===== src/rtl/multicycle_sequencer_pkg.sv =====
// Shared constants for the multi-cycle RV32I sequencer: opcodes, ALU op classes,
// FSM state and instruction-class encodings.
package multicycle_sequencer_pkg;

    typedef enum logic [2:0] {
        S_IDLE   = 3'd0,
        S_FETCH  = 3'd1,
        S_DECODE = 3'd2,
        S_EXEC   = 3'd3,
        S_MEM    = 3'd4,
        S_WB     = 3'd5,
        S_TRAP   = 3'd6
    } state_t;

    typedef enum logic [2:0] {
        CLS_NONE  = 3'd0,
        CLS_R     = 3'd1,
        CLS_I     = 3'd2,
        CLS_L     = 3'd3,
        CLS_S     = 3'd4,
        CLS_CB    = 3'd5,
        CLS_LUI   = 3'd6,
        CLS_AUIPC = 3'd7
    } iclass_t;

    localparam logic [6:0] OPC_R     = 7'b0110011;
    localparam logic [6:0] OPC_I     = 7'b0010011;
    localparam logic [6:0] OPC_L     = 7'b0000011;
    localparam logic [6:0] OPC_S     = 7'b0100011;
    localparam logic [6:0] OPC_CB    = 7'b1100011;
    localparam logic [6:0] OPC_LUI   = 7'b0110111;
    localparam logic [6:0] OPC_AUIPC = 7'b0010111;
    localparam logic [6:0] OPC_JAL   = 7'b1101111;
    localparam logic [6:0] OPC_JALR  = 7'b1100111;

    localparam logic [2:0] ALU_OP_LW_SW_type = 3'd0;
    localparam logic [2:0] ALU_OP_CB_type    = 3'd1;
    localparam logic [2:0] ALU_OP_R_type     = 3'd2;
    localparam logic [2:0] ALU_OP_I_type     = 3'd3;
    localparam logic [2:0] ALU_OP_LUI_type   = 3'd4;
    localparam logic [2:0] ALU_OP_AUIPC_type = 3'd5;

    // Returns {alu_op, alu_src} for an instruction class.
    function automatic logic [3:0] class_alu(iclass_t c);
        case (c)
            CLS_R:     return {ALU_OP_R_type,     1'b0};
            CLS_I:     return {ALU_OP_I_type,     1'b1};
            CLS_L:     return {ALU_OP_LW_SW_type, 1'b1};
            CLS_S:     return {ALU_OP_LW_SW_type, 1'b1};
            CLS_CB:    return {ALU_OP_CB_type,    1'b0};
            CLS_LUI:   return {ALU_OP_LUI_type,   1'b1};
            CLS_AUIPC: return {ALU_OP_AUIPC_type, 1'b1};
            default:   return '0;
        endcase
    endfunction

endpackage


===== src/rtl/multicycle_sequencer_if.sv =====
// Datapath-facing bundle of the sequencer: IR opcode, branch result, memory
// handshakes and datapath control strobes.
interface multicycle_sequencer_if;
    logic [6:0] opcode;
    logic       branch_cond;
    logic       imem_req;
    logic       imem_ready;
    logic       dmem_ready;
    logic       ir_write;
    logic       pc_write;
    logic       PC_src;
    logic [2:0] alu_op;
    logic       alu_src;
    logic       reg_write_en;
    logic       mem_read;
    logic       mem_write;
    logic       mem_to_reg;

    modport master (
        input  opcode, branch_cond, imem_ready, dmem_ready,
        output imem_req, ir_write, pc_write, PC_src, alu_op, alu_src,
               reg_write_en, mem_read, mem_write, mem_to_reg
    );

    modport slave (
        output opcode, branch_cond, imem_ready, dmem_ready,
        input  imem_req, ir_write, pc_write, PC_src, alu_op, alu_src,
               reg_write_en, mem_read, mem_write, mem_to_reg
    );
endinterface


===== src/rtl/multicycle_sequencer_class_decode.sv =====
// Combinational opcode classifier; JAL/JALR and unknown opcodes are illegal.
module seq_class_decode
    import multicycle_sequencer_pkg::*;
(
    input  logic [6:0] opcode,
    output iclass_t    iclass,
    output logic       legal
);

    always_comb begin
        iclass = CLS_NONE;
        case (opcode)
            OPC_R:     iclass = CLS_R;
            OPC_I:     iclass = CLS_I;
            OPC_L:     iclass = CLS_L;
            OPC_S:     iclass = CLS_S;
            OPC_CB:    iclass = CLS_CB;
            OPC_LUI:   iclass = CLS_LUI;
            OPC_AUIPC: iclass = CLS_AUIPC;
            default:   iclass = CLS_NONE;
        endcase
    end

    assign legal = (iclass != CLS_NONE);

endmodule


===== src/rtl/multicycle_sequencer.sv =====
// Multi-cycle RV32I control FSM (FETCH/DECODE/EXEC/MEM/WB + TRAP).
// Define MEM_TIMEOUT_EN to bound memory waits to TIMEOUT_CYCLES and trap on expiry.
module multicycle_sequencer
    import multicycle_sequencer_pkg::*;
#(
    parameter int unsigned INSTRET_W      = 32,
    parameter int unsigned TIMEOUT_CYCLES = 255
) (
    input  logic                    clk,
    input  logic                    rst,
    input  logic                    start,
    input  logic                    halt,
    multicycle_sequencer_if.master  bus,
    output logic                    illegal,
    output logic                    err_timeout,
    output logic [INSTRET_W-1:0]    instret,
    output logic [2:0]              state
);

    state_t  state_q, state_d;
    iclass_t cls_q, dec_cls;
    logic    dec_legal;
    logic    retire;
    logic    timeout_hit;

    if (TIMEOUT_CYCLES < 1) begin : g_timeout_range
        $error("TIMEOUT_CYCLES must be at least 1");
    end

    seq_class_decode u_decode (
        .opcode (bus.opcode),
        .iclass (dec_cls),
        .legal  (dec_legal)
    );

    always_comb begin
        state_d          = state_q;
        retire           = 1'b0;
        bus.imem_req     = 1'b0;
        bus.ir_write     = 1'b0;
        bus.pc_write     = 1'b0;
        bus.PC_src       = 1'b0;
        bus.alu_op       = '0;
        bus.alu_src      = 1'b0;
        bus.reg_write_en = 1'b0;
        bus.mem_read     = 1'b0;
        bus.mem_write    = 1'b0;
        bus.mem_to_reg   = 1'b0;

        // ALU controls follow the registered class for the whole EXEC..WB span.
        if (state_q == S_EXEC || state_q == S_MEM || state_q == S_WB)
            {bus.alu_op, bus.alu_src} = class_alu(cls_q);

        case (state_q)
            S_IDLE: if (start) state_d = S_FETCH;
            S_FETCH: begin
                bus.imem_req = 1'b1;
                if (bus.imem_ready) begin
                    bus.ir_write = 1'b1;
                    state_d      = S_DECODE;
                end else if (timeout_hit) begin
                    state_d = S_TRAP;
                end
            end
            S_DECODE: state_d = dec_legal ? S_EXEC : S_TRAP;
            S_EXEC: begin
                case (cls_q)
                    CLS_L, CLS_S: state_d = S_MEM;
                    CLS_CB: begin
                        retire     = 1'b1;
                        bus.PC_src = bus.branch_cond;
                    end
                    default: state_d = S_WB;
                endcase
            end
            S_MEM: begin
                bus.mem_read  = (cls_q == CLS_L);
                bus.mem_write = (cls_q == CLS_S);
                if (bus.dmem_ready) begin
                    if (cls_q == CLS_L) state_d = S_WB;
                    else                retire  = 1'b1;
                end else if (timeout_hit) begin
                    state_d = S_TRAP;
                end
            end
            S_WB: begin
                bus.reg_write_en = 1'b1;
                bus.mem_to_reg   = (cls_q == CLS_L);
                retire           = 1'b1;
            end
            S_TRAP: state_d = S_TRAP;
            default: state_d = S_IDLE;
        endcase

        if (retire) begin
            bus.pc_write = 1'b1;
            state_d      = halt ? S_IDLE : S_FETCH;
        end
    end

    always_ff @(posedge clk or posedge rst) begin
        if (rst) begin
            state_q <= S_IDLE;
            cls_q   <= CLS_NONE;
            instret <= '0;
            illegal <= 1'b0;
        end else begin
            state_q <= state_d;
            if (state_q == S_DECODE) begin
                cls_q <= dec_cls;
                if (!dec_legal) illegal <= 1'b1;
            end
            if (retire) instret <= instret + INSTRET_W'(1);
        end
    end

`ifdef MEM_TIMEOUT_EN
    localparam int unsigned WAIT_W = $clog2(TIMEOUT_CYCLES + 1);

    logic [WAIT_W-1:0] wait_cnt;
    logic              waiting;

    // Counter is zero whenever no wait is in progress, so it is clear on entry to FETCH/MEM.
    assign waiting     = (state_q == S_FETCH && !bus.imem_ready) ||
                         (state_q == S_MEM   && !bus.dmem_ready);
    assign timeout_hit = waiting && (wait_cnt == WAIT_W'(TIMEOUT_CYCLES - 1));

    always_ff @(posedge clk or posedge rst) begin
        if (rst) begin
            wait_cnt    <= '0;
            err_timeout <= 1'b0;
        end else begin
            wait_cnt <= waiting ? wait_cnt + WAIT_W'(1) : '0;
            if (timeout_hit) err_timeout <= 1'b1;
        end
    end
`else
    assign timeout_hit = 1'b0;
    assign err_timeout = 1'b0;
`endif

    assign state = state_q;

endmodule


===== src/flat_wrapper.sv =====
// flat-port wrapper written by rule: the top's interface ports become plain ports
module multicycle_sequencer_flat import multicycle_sequencer_pkg::*;
#(
    parameter int unsigned INSTRET_W      = 32,
    parameter int unsigned TIMEOUT_CYCLES = 255
)
  (clk, rst, start, halt, illegal, err_timeout, instret, state, bus_opcode, bus_branch_cond, bus_imem_ready, bus_dmem_ready, bus_imem_req, bus_ir_write, bus_pc_write, bus_PC_src, bus_alu_op, bus_alu_src, bus_reg_write_en, bus_mem_read, bus_mem_write, bus_mem_to_reg);
  multicycle_sequencer_if bus_i ();
  input  logic clk;
  input  logic rst;
  input  logic start;
  input  logic halt;
  output logic illegal;
  output logic err_timeout;
  output logic [INSTRET_W-1:0] instret;
  output logic [2:0] state;
  input wire logic [$bits(bus_i.opcode)-1:0] bus_opcode;
  input wire logic [$bits(bus_i.branch_cond)-1:0] bus_branch_cond;
  input wire logic [$bits(bus_i.imem_ready)-1:0] bus_imem_ready;
  input wire logic [$bits(bus_i.dmem_ready)-1:0] bus_dmem_ready;
  output wire logic [$bits(bus_i.imem_req)-1:0] bus_imem_req;
  output wire logic [$bits(bus_i.ir_write)-1:0] bus_ir_write;
  output wire logic [$bits(bus_i.pc_write)-1:0] bus_pc_write;
  output wire logic [$bits(bus_i.PC_src)-1:0] bus_PC_src;
  output wire logic [$bits(bus_i.alu_op)-1:0] bus_alu_op;
  output wire logic [$bits(bus_i.alu_src)-1:0] bus_alu_src;
  output wire logic [$bits(bus_i.reg_write_en)-1:0] bus_reg_write_en;
  output wire logic [$bits(bus_i.mem_read)-1:0] bus_mem_read;
  output wire logic [$bits(bus_i.mem_write)-1:0] bus_mem_write;
  output wire logic [$bits(bus_i.mem_to_reg)-1:0] bus_mem_to_reg;
  assign bus_i.opcode = bus_opcode;
  assign bus_i.branch_cond = bus_branch_cond;
  assign bus_i.imem_ready = bus_imem_ready;
  assign bus_i.dmem_ready = bus_dmem_ready;
  assign bus_imem_req = bus_i.imem_req;
  assign bus_ir_write = bus_i.ir_write;
  assign bus_pc_write = bus_i.pc_write;
  assign bus_PC_src = bus_i.PC_src;
  assign bus_alu_op = bus_i.alu_op;
  assign bus_alu_src = bus_i.alu_src;
  assign bus_reg_write_en = bus_i.reg_write_en;
  assign bus_mem_read = bus_i.mem_read;
  assign bus_mem_write = bus_i.mem_write;
  assign bus_mem_to_reg = bus_i.mem_to_reg;
  multicycle_sequencer #(.INSTRET_W(INSTRET_W), .TIMEOUT_CYCLES(TIMEOUT_CYCLES)) u_core (.clk(clk), .rst(rst), .start(start), .halt(halt), .bus(bus_i), .illegal(illegal), .err_timeout(err_timeout), .instret(instret), .state(state));
endmodule

===== config.mk =====
export PLATFORM = sky130hd
export DESIGN_NAME = multicycle_sequencer_flat
export DESIGN_NICKNAME = d
export VERILOG_FILES = /design/src/rtl/multicycle_sequencer_pkg.sv /design/src/rtl/multicycle_sequencer_if.sv /design/src/rtl/multicycle_sequencer_class_decode.sv /design/src/rtl/multicycle_sequencer.sv /design/src/flat_wrapper.sv
export SDC_FILE = /design/constraint.sdc
export NUM_CORES = 1
export LEC_CHECK = 0
export BUFFER_PORTS_ARGS = -buffer_cell sky130_fd_sc_hd__buf_2
export CAP_MARGIN = 20
export CORE_MARGIN = 3
export CORE_UTILIZATION = 50
export CTS_BUF_LIST = sky130_fd_sc_hd__clkbuf_4
export DETAILED_ROUTE_END_ITERATION = 7
export PLACE_DENSITY = 0.86
export RECOVER_POWER = 50
export SLEW_MARGIN = 10
export SYNTH_ARGS = -nofsm -noshare
export SYNTH_HDL_FRONTEND = slang
export SYNTH_SLANG_ARGS = --single-unit

===== constraint.sdc =====
create_clock -name clk -period 5.7 [get_ports clk]
set_input_delay 1.14 -clock clk [delete_from_list [all_inputs] [get_ports clk]]
set_output_delay 1.14 -clock clk [all_outputs]
set_load 0.05 [all_outputs]

After elaboration in Yosys (flattened, before gate mapping)
Cells that the tools add are included.
{ "classes": {"n_addsub": 1, "n_eq_ne": 26, "n_mux": 27, "n_bitwise": 1, "reduce_logical": 7} }
{ "ops": {"columns": ["operator", "count"], "rows": [
  ["$pmux 3 s7", 2],
  ["$add 32x1->32 const B", 1],
  ["$pmux 4 s6", 1],
  ["$eq 3x3->1 const B", 7],
  ["$eq 7x6->1 const B", 3],
  ["$mux 3", 7],
  ["$mux 1", 15],
  ["$ne 3x2->1 const B", 5],
  ["$eq 7x5->1 const B", 2],
  ["$eq 3x2->1 const B", 4],
  ["$eq 7x2->1 const B", 1],
  ["$eq 7x7->1 const B", 1],
  ["$eq 3x1->1 const B", 2],
  ["$pmux 3 s2", 1],
  ["$reduce_and 6->1", 1],
  ["$logic_not 3->1", 1],
  ["$pmux 1 s3", 1],
  ["$reduce_bool 3->1", 1],
  ["$logic_or 1x1->1", 2],
  ["$ne 2x1->1 const B", 1],
  ["$reduce_and 2->1", 1],
  ["$reduce_or 2->1", 1],
  ["$not 1->1", 1]
]} }
{ "totals": {"reg_bits": 39, "in_bits": 14, "wordCells": 66} }

Depth between registers and ports, before layout
{ "logic_depth": {"depth_word": 6, "ltp_mapped": 8, "mapped_depth_nobuf": 5} }

By module
A second synthesis with hierarchy kept.
{ "hier_totals": {"hier_cells": 214, "hier_area_um2": 2172.1} }
{ "by_module_without_submodules": {"columns": ["mod", "n_inst", "cells_per_inst", "area_per_inst_um2"], "rows": [
  ["multicycle_sequencer", 1, 196, 2069.5],
  ["seq_class_decode", 1, 18, 102.6]
]} }

Worst setup path after synthesis
OpenSTA, ideal clock, no wires.
{ "synth_timing": {"path_type": "register to output", "start": "reg u_core.state_q[0] (netlist: u_core.state[0])", "end": "out bus_ir_write", "arrival_ns": 2.945, "setup_slack_ns": 1.615, "path_stages_with_launch": 5, "n_path_buf": 1, "cell_sequence": "dfrtp_1 > clkbuf_1 > nor3b_1 > o21ai_0 > inv_1"} }
{ "synth_between": {"elab_chain_cells": 2} }
{ "synth_lines": {"columns": ["element", "line", "source"], "rows": [
  ["start: declaration", "multicycle_sequencer.sv:20", "state_t state_q, state_d;"],
  ["start signal: assignment", "multicycle_sequencer.sv:108", "state_q <= state_d;"],
  ["$eq 3x1->1", "multicycle_sequencer.sv:54", "case (state_q)"],
  ["$mux 1", "multicycle_sequencer.sv:54", null],
  ["end: declaration", "flat_wrapper.sv:22", "output wire logic [$bits(bus_i.ir_write)-1:0] bus_ir_write;"]
]} }
No other way between the ends.

==> impl_results.html <==
<table>
<tr><th>Metric</th><th>Value</th></tr>
<tr><th colspan="2">Outcome</th></tr>
<tr><td>Run status</td><td>complete, but fails checks</td></tr>
<tr><td>Violations in the final reports</td><td>max-capacitance violations, max-slew violations</td></tr>
<tr><th colspan="2">Synthesis</th></tr>
<tr><td>Top post-synthesis cells by count</td><td>sky130_fd_sc_hd__dfrtp_1 (39), sky130_fd_sc_hd__xnor2_1 (30), sky130_fd_sc_hd__nand3_1 (15), sky130_fd_sc_hd__nand4_1 (14), sky130_fd_sc_hd__nor2_1 (11)</td></tr>
<tr><td>Synth warn</td><td>0</td></tr>
<tr><td>Cells after Synth</td><td>210</td></tr>
<tr><td>Top post-synthesis cells by area</td><td>sky130_fd_sc_hd__dfrtp_1 (47%), sky130_fd_sc_hd__xnor2_1 (13%), sky130_fd_sc_hd__nand4_1 (4.2%)</td></tr>
<tr><td>Area share of the leading cell type in the synthesized netlist</td><td>0.4665</td></tr>
<tr><td>Portion of the post-synthesis area used by sequential elements</td><td>0.4665</td></tr>
<tr><td>Cell taking the most area after synthesis</td><td>sky130_fd_sc_hd__dfrtp_1</td></tr>
<tr><td>Flip-flop and latch count after synthesis</td><td>39</td></tr>
<tr><td>Post-synth top flop</td><td>sky130_fd_sc_hd__dfrtp_1</td></tr>
<tr><td>Post-Syn Area</td><td>2092 um2</td></tr>
<tr><td>Share of flip-flops with an asynchronous set or reset</td><td>1.000</td></tr>
<tr><td>Nets in the synthesized netlist</td><td>225</td></tr>
<tr><td>Library cells used by synthesis</td><td>41</td></tr>
<tr><td>Count of flip-flops with a built-in enable after synthesis</td><td>0</td></tr>
<tr><td>Syn_area_per_cell</td><td>between 9 and 10 um2</td></tr>
<tr><td>Count leader, synth</td><td>sky130_fd_sc_hd__dfrtp_1</td></tr>
<tr><th colspan="2">Critical path</th></tr>
<tr><td>Crit-path max FO</td><td>17</td></tr>
<tr><td>Setup crit end kind</td><td>output pin</td></tr>
<tr><td>Cell chain of the critical path</td><td>clkbuf_1 -&gt; or2_2 -&gt; o211ai_1 -&gt; nand2_1 -&gt; o21ai_0 -&gt; inv_1 -&gt; buf_2</td></tr>
<tr><td>Largest incremental delay on the critical path</td><td>0.40 ns</td></tr>
<tr><td>Element type at the critical path start</td><td>primary input</td></tr>
<tr><td>Total buffers and inverters traversed by the critical path</td><td>3</td></tr>
<tr><td>Standard cell with the maximum stage delay on the critical path</td><td>sky130_fd_sc_hd__nand2_1</td></tr>
<tr><td>Worst reg2reg endpoint</td><td>u_core.instret[28]</td></tr>
<tr><td>Critical path's top delay family</td><td>simple AND/OR/NAND/NOR gates</td></tr>
<tr><td>Slack of the worst reg-to-reg path</td><td>between 2 and 3 ns</td></tr>
<tr><td>Worst path required time</td><td>4.56 ns</td></tr>
<tr><td>Worst reg2reg path startpoint</td><td>u_core.state[0]</td></tr>
<tr><td>Path depth of the worst reg2reg path</td><td>5</td></tr>
<tr><td>Critical Setup Path Class</td><td>in2out</td></tr>
<tr><td>Data arrival time of the critical path</td><td>2.67 ns</td></tr>
<tr><th colspan="2">Detailed routing</th></tr>
<tr><td>Final wirelength</td><td>about 4400 um</td></tr>
<tr><td>Post-route antenna net violation count</td><td>0</td></tr>
<tr><td>DRC marker count from the first detailed-route iteration</td><td>92</td></tr>
<tr><td>Post-route DRC violation count</td><td>0</td></tr>
<tr><td>Via count normalized by instance count</td><td>5.440</td></tr>
<tr><td>Avg WL per Cell</td><td>between 10 and 15 um</td></tr>
<tr><td>Total via count after detailed routing</td><td>1719</td></tr>
<tr><td>Length of the first detailed-routing pass in iterations</td><td>4</td></tr>
<tr><th colspan="2">Clock network</th></tr>
<tr><td>Number of H-tree levels</td><td>2</td></tr>
<tr><td>Clock-pin transition on the worst setup and hold timing paths</td><td>0.12 ns</td></tr>
<tr><td>TritonCTS Buffers</td><td>5</td></tr>
<tr><td>Latest clock arrival within the worst-skew pair</td><td>between 0.3 and 0.4 ns</td></tr>
<tr><td>CTS resizes</td><td>0</td></tr>
<tr><td>CTS tree</td><td>built</td></tr>
<tr><td>Maximum clock path buffer count</td><td>2</td></tr>
<tr><td>Cell at the root of the clock tree</td><td>sky130_fd_sc_hd__clkbuf_4</td></tr>
<tr><td>Clk sinks</td><td>39</td></tr>
<tr><td>Number of post-CTS setup repair buffers</td><td>0</td></tr>
<tr><td>Number of buffers inserted for hold repair after clock tree synthesis</td><td>0</td></tr>
<tr><th colspan="2">Global routing</th></tr>
<tr><td>Sum of overflow across all layers after global routing</td><td>0</td></tr>
<tr><td>Vias in the first global route</td><td>around 1600</td></tr>
<tr><td>Number of antenna violations at the first check in global routing</td><td>0</td></tr>
<tr><td>Wire length of the first global-routing pass</td><td>7417 um</td></tr>
<tr><td>Largest net degree at the start of global routing</td><td>40</td></tr>
<tr><td>Global-route usage over all layers</td><td>0.1831</td></tr>
<tr><th colspan="2">Floorplanning</th></tr>
<tr><td>Initial cell density of the core</td><td>0.5429</td></tr>
<tr><td>Width of the die</td><td>70.69 um</td></tr>
<tr><td>Number of top-level pins</td><td>63</td></tr>
<tr><td>Height of the die</td><td>70.69 um</td></tr>
<tr><td>Area of the die</td><td>4996 um2</td></tr>
<tr><td>Placement row count</td><td>22</td></tr>
<tr><td>Core region area</td><td>3854 um2</td></tr>
<tr><th colspan="2">Cells and area</th></tr>
<tr><td>Area growth from synthesis to layout</td><td>16.75%</td></tr>
<tr><td>Antenna diodes</td><td>0</td></tr>
<tr><td>Area of the multi-input gates</td><td>1002 um2</td></tr>
<tr><td>Share of layout cells above drive strength 1</td><td>0.2351</td></tr>
<tr><td>Number of nets in the layout</td><td>282</td></tr>
<tr><td>Footprint of the flip-flops and latches</td><td>~980 um2</td></tr>
<tr><td>Final Non-Filler Cells</td><td>316</td></tr>
<tr><td>Filler Cell Count</td><td>around 330</td></tr>
<tr><th colspan="2">Power and ir drop</th></tr>
<tr><td>Power per Cell Area</td><td>367.1 nW/um2</td></tr>
<tr><td>Total power after layout</td><td>0.8966 mW</td></tr>
<tr><td>Maximum VDD drop</td><td>0.2937 mV</td></tr>
<tr><td>Static Leak</td><td>1.186 nW</td></tr>
<tr><th colspan="2">Job</th></tr>
<tr><td>Max Cap Viol</td><td>2</td></tr>
<tr><th colspan="2">Placement</th></tr>
<tr><td>Placement Setup Slack</td><td>between 1.5 and 2 ns</td></tr>
<tr><td>Cell Count Post-Placement</td><td>approximately 310</td></tr>
<tr><td>Routability cong.</td><td>0.7434</td></tr>
<tr><td>Detailed-placement wirelength estimate</td><td>roughly 3300 um</td></tr>
<tr><td>PortBufs</td><td>between 60 and 70</td></tr>
<tr><th colspan="2">Min path</th></tr>
<tr><td>Type of the tightest min-delay check</td><td>reg2reg</td></tr>
<tr><td>Min-Delay Path Depth</td><td>1</td></tr>
<tr><td>Worst hold path startpoint</td><td>u_core.instret[31]</td></tr>
<tr><td>Hold Path End</td><td>u_core.instret[31]</td></tr>
<tr><th colspan="2">STA</th></tr>
<tr><td>RSZ-0062 raised after global routing</td><td>no</td></tr>
<tr><td>Relative slew slack</td><td>-0.3624</td></tr>
<tr><td>Endpoints failing hold</td><td>0</td></tr>
<tr><td>Minimum clock period after layout</td><td>3.806 ns</td></tr>
<tr><td>Final WS setup</td><td>1.894 ns</td></tr>
<tr><td>Top achievable clock speed</td><td>0.2628 GHz</td></tr>
<tr><td>Setup_tns</td><td>0 ns</td></tr>
<tr><td>Tcrit/Tclk final</td><td>0.6677</td></tr>
<tr><td>Worst Tran Pin Value</td><td>2.044 ns</td></tr>
<tr><td>Setup-failing EPs final</td><td>0</td></tr>
<tr><td>Max-slew violation total from the final report</td><td>48</td></tr>
<tr><td>Skew final</td><td>0.008480 ns</td></tr>
<tr><td>Fin Hold WS</td><td>0.4829 ns</td></tr>
</table>
==> routing by layer <==
layer | routed length, um | vias to the layer above | track usage
met1 | 2007 | 805 | 0.2468
met5 | 0 | - | 0
li1 | - | 848 | -
met2 | 2058 | 59 | 0.2791
met4 | 69 | 0 | 0.07516
met3 | 304 | 7 | 0.05114
==> worst max path at each step <==
stage	end	cells after the start	slack, ns	from
after floorplan	bus_ir_write	4	1.61	u_core.state[0]
after global placement	bus_ir_write	7	1.91	bus_dmem_ready
after detailed placement	bus_ir_write	7	1.87	bus_dmem_ready
after CTS	bus_ir_write	7	1.88	bus_dmem_ready
after global routing	bus_ir_write	7	1.68	bus_dmem_ready
final	bus_ir_write	7	1.89	bus_dmem_ready
==> kinds of logic (layout without fill, tap and decap cells) <==
kind of cell	after synthesis	count (layout)	share of synthesized area
compound gates	24	24	0.08015
xor+xnor	33	33	0.1382
fa+ha+maj	1	1	0.005980
buf+inv	20	78	0.04306
flops	39	39	0.4665
mux	1	1	0.005382
other cells	1	1	0.001793
simple gates	91	91	0.2590
==> metrics by stage <==
stage	area, um2	utilization
2_1_floorplan	2092	-
3_3_place_gp	2405	0.6240
3_5_place_dp	2405	0.6240
4_1_cts	2486	0.6451
5_1_grt	2442	0.6338
6_report	2442	0.6338
==> sequential cells by signal, indices dropped and copies added, names as in the netlist <==
signal	flops
u_core.illegal	1
u_core.cls_q	3
u_core.state	3
u_core.instret	32
==> power breakdown <==
part | internal [mW] | switching [mW] | total (mW)
clock | 0.0923 | 0.0946 | 0.187
combinational | 0.0941 | 0.244 | 0.338
sequential | 0.311 | 0.0612 | 0.372
total | 0.497 | 0.400 | 0.897
==> layout by cell type, fill, tap and decap left out, types with 2 or more instances in the layout <==
master / netlist / final
sky130_fd_sc_hd__buf_2: 8 / 48
sky130_fd_sc_hd__dfrtp_1: 39 / 39
sky130_fd_sc_hd__xnor2_1: 30 / 30
sky130_fd_sc_hd__nand3_1: 15 / 15
sky130_fd_sc_hd__nand4_1: 14 / 14
sky130_fd_sc_hd__clkbuf_1: 2 / 14
sky130_fd_sc_hd__nor2_1: 11 / 11
sky130_fd_sc_hd__a21oi_1: 10 / 10
sky130_fd_sc_hd__and3_1: 9 / 9
sky130_fd_sc_hd__nand2_1: 9 / 9
sky130_fd_sc_hd__inv_1: 8 / 8
sky130_fd_sc_hd__and4_1: 5 / 5
sky130_fd_sc_hd__nor3_1: 5 / 5
sky130_fd_sc_hd__o21ai_0: 5 / 5
sky130_fd_sc_hd__clkbuf_4: 0 / 5
sky130_fd_sc_hd__and2_1: 4 / 4
sky130_fd_sc_hd__nand2b_1: 4 / 4
sky130_fd_sc_hd__nand3b_1: 3 / 3
sky130_fd_sc_hd__or2_2: 3 / 3
sky130_fd_sc_hd__xor2_1: 3 / 3
sky130_fd_sc_hd__o211ai_1: 1 / 2
sky130_fd_sc_hd__nor3b_1: 2 / 2
==> cell type report <==
cell class	instances	area share
Clock buffer	5	0.01537
Tap cell	48	0.02459
Timing Repair Buffer	62	0.1199
Inverter	8	0.01230
Multi-Input combinational cell	151	0.4103
Sequential cell	39	0.3996
Clock inverter	3	0.01793
(Power assumes the default switching activity.)
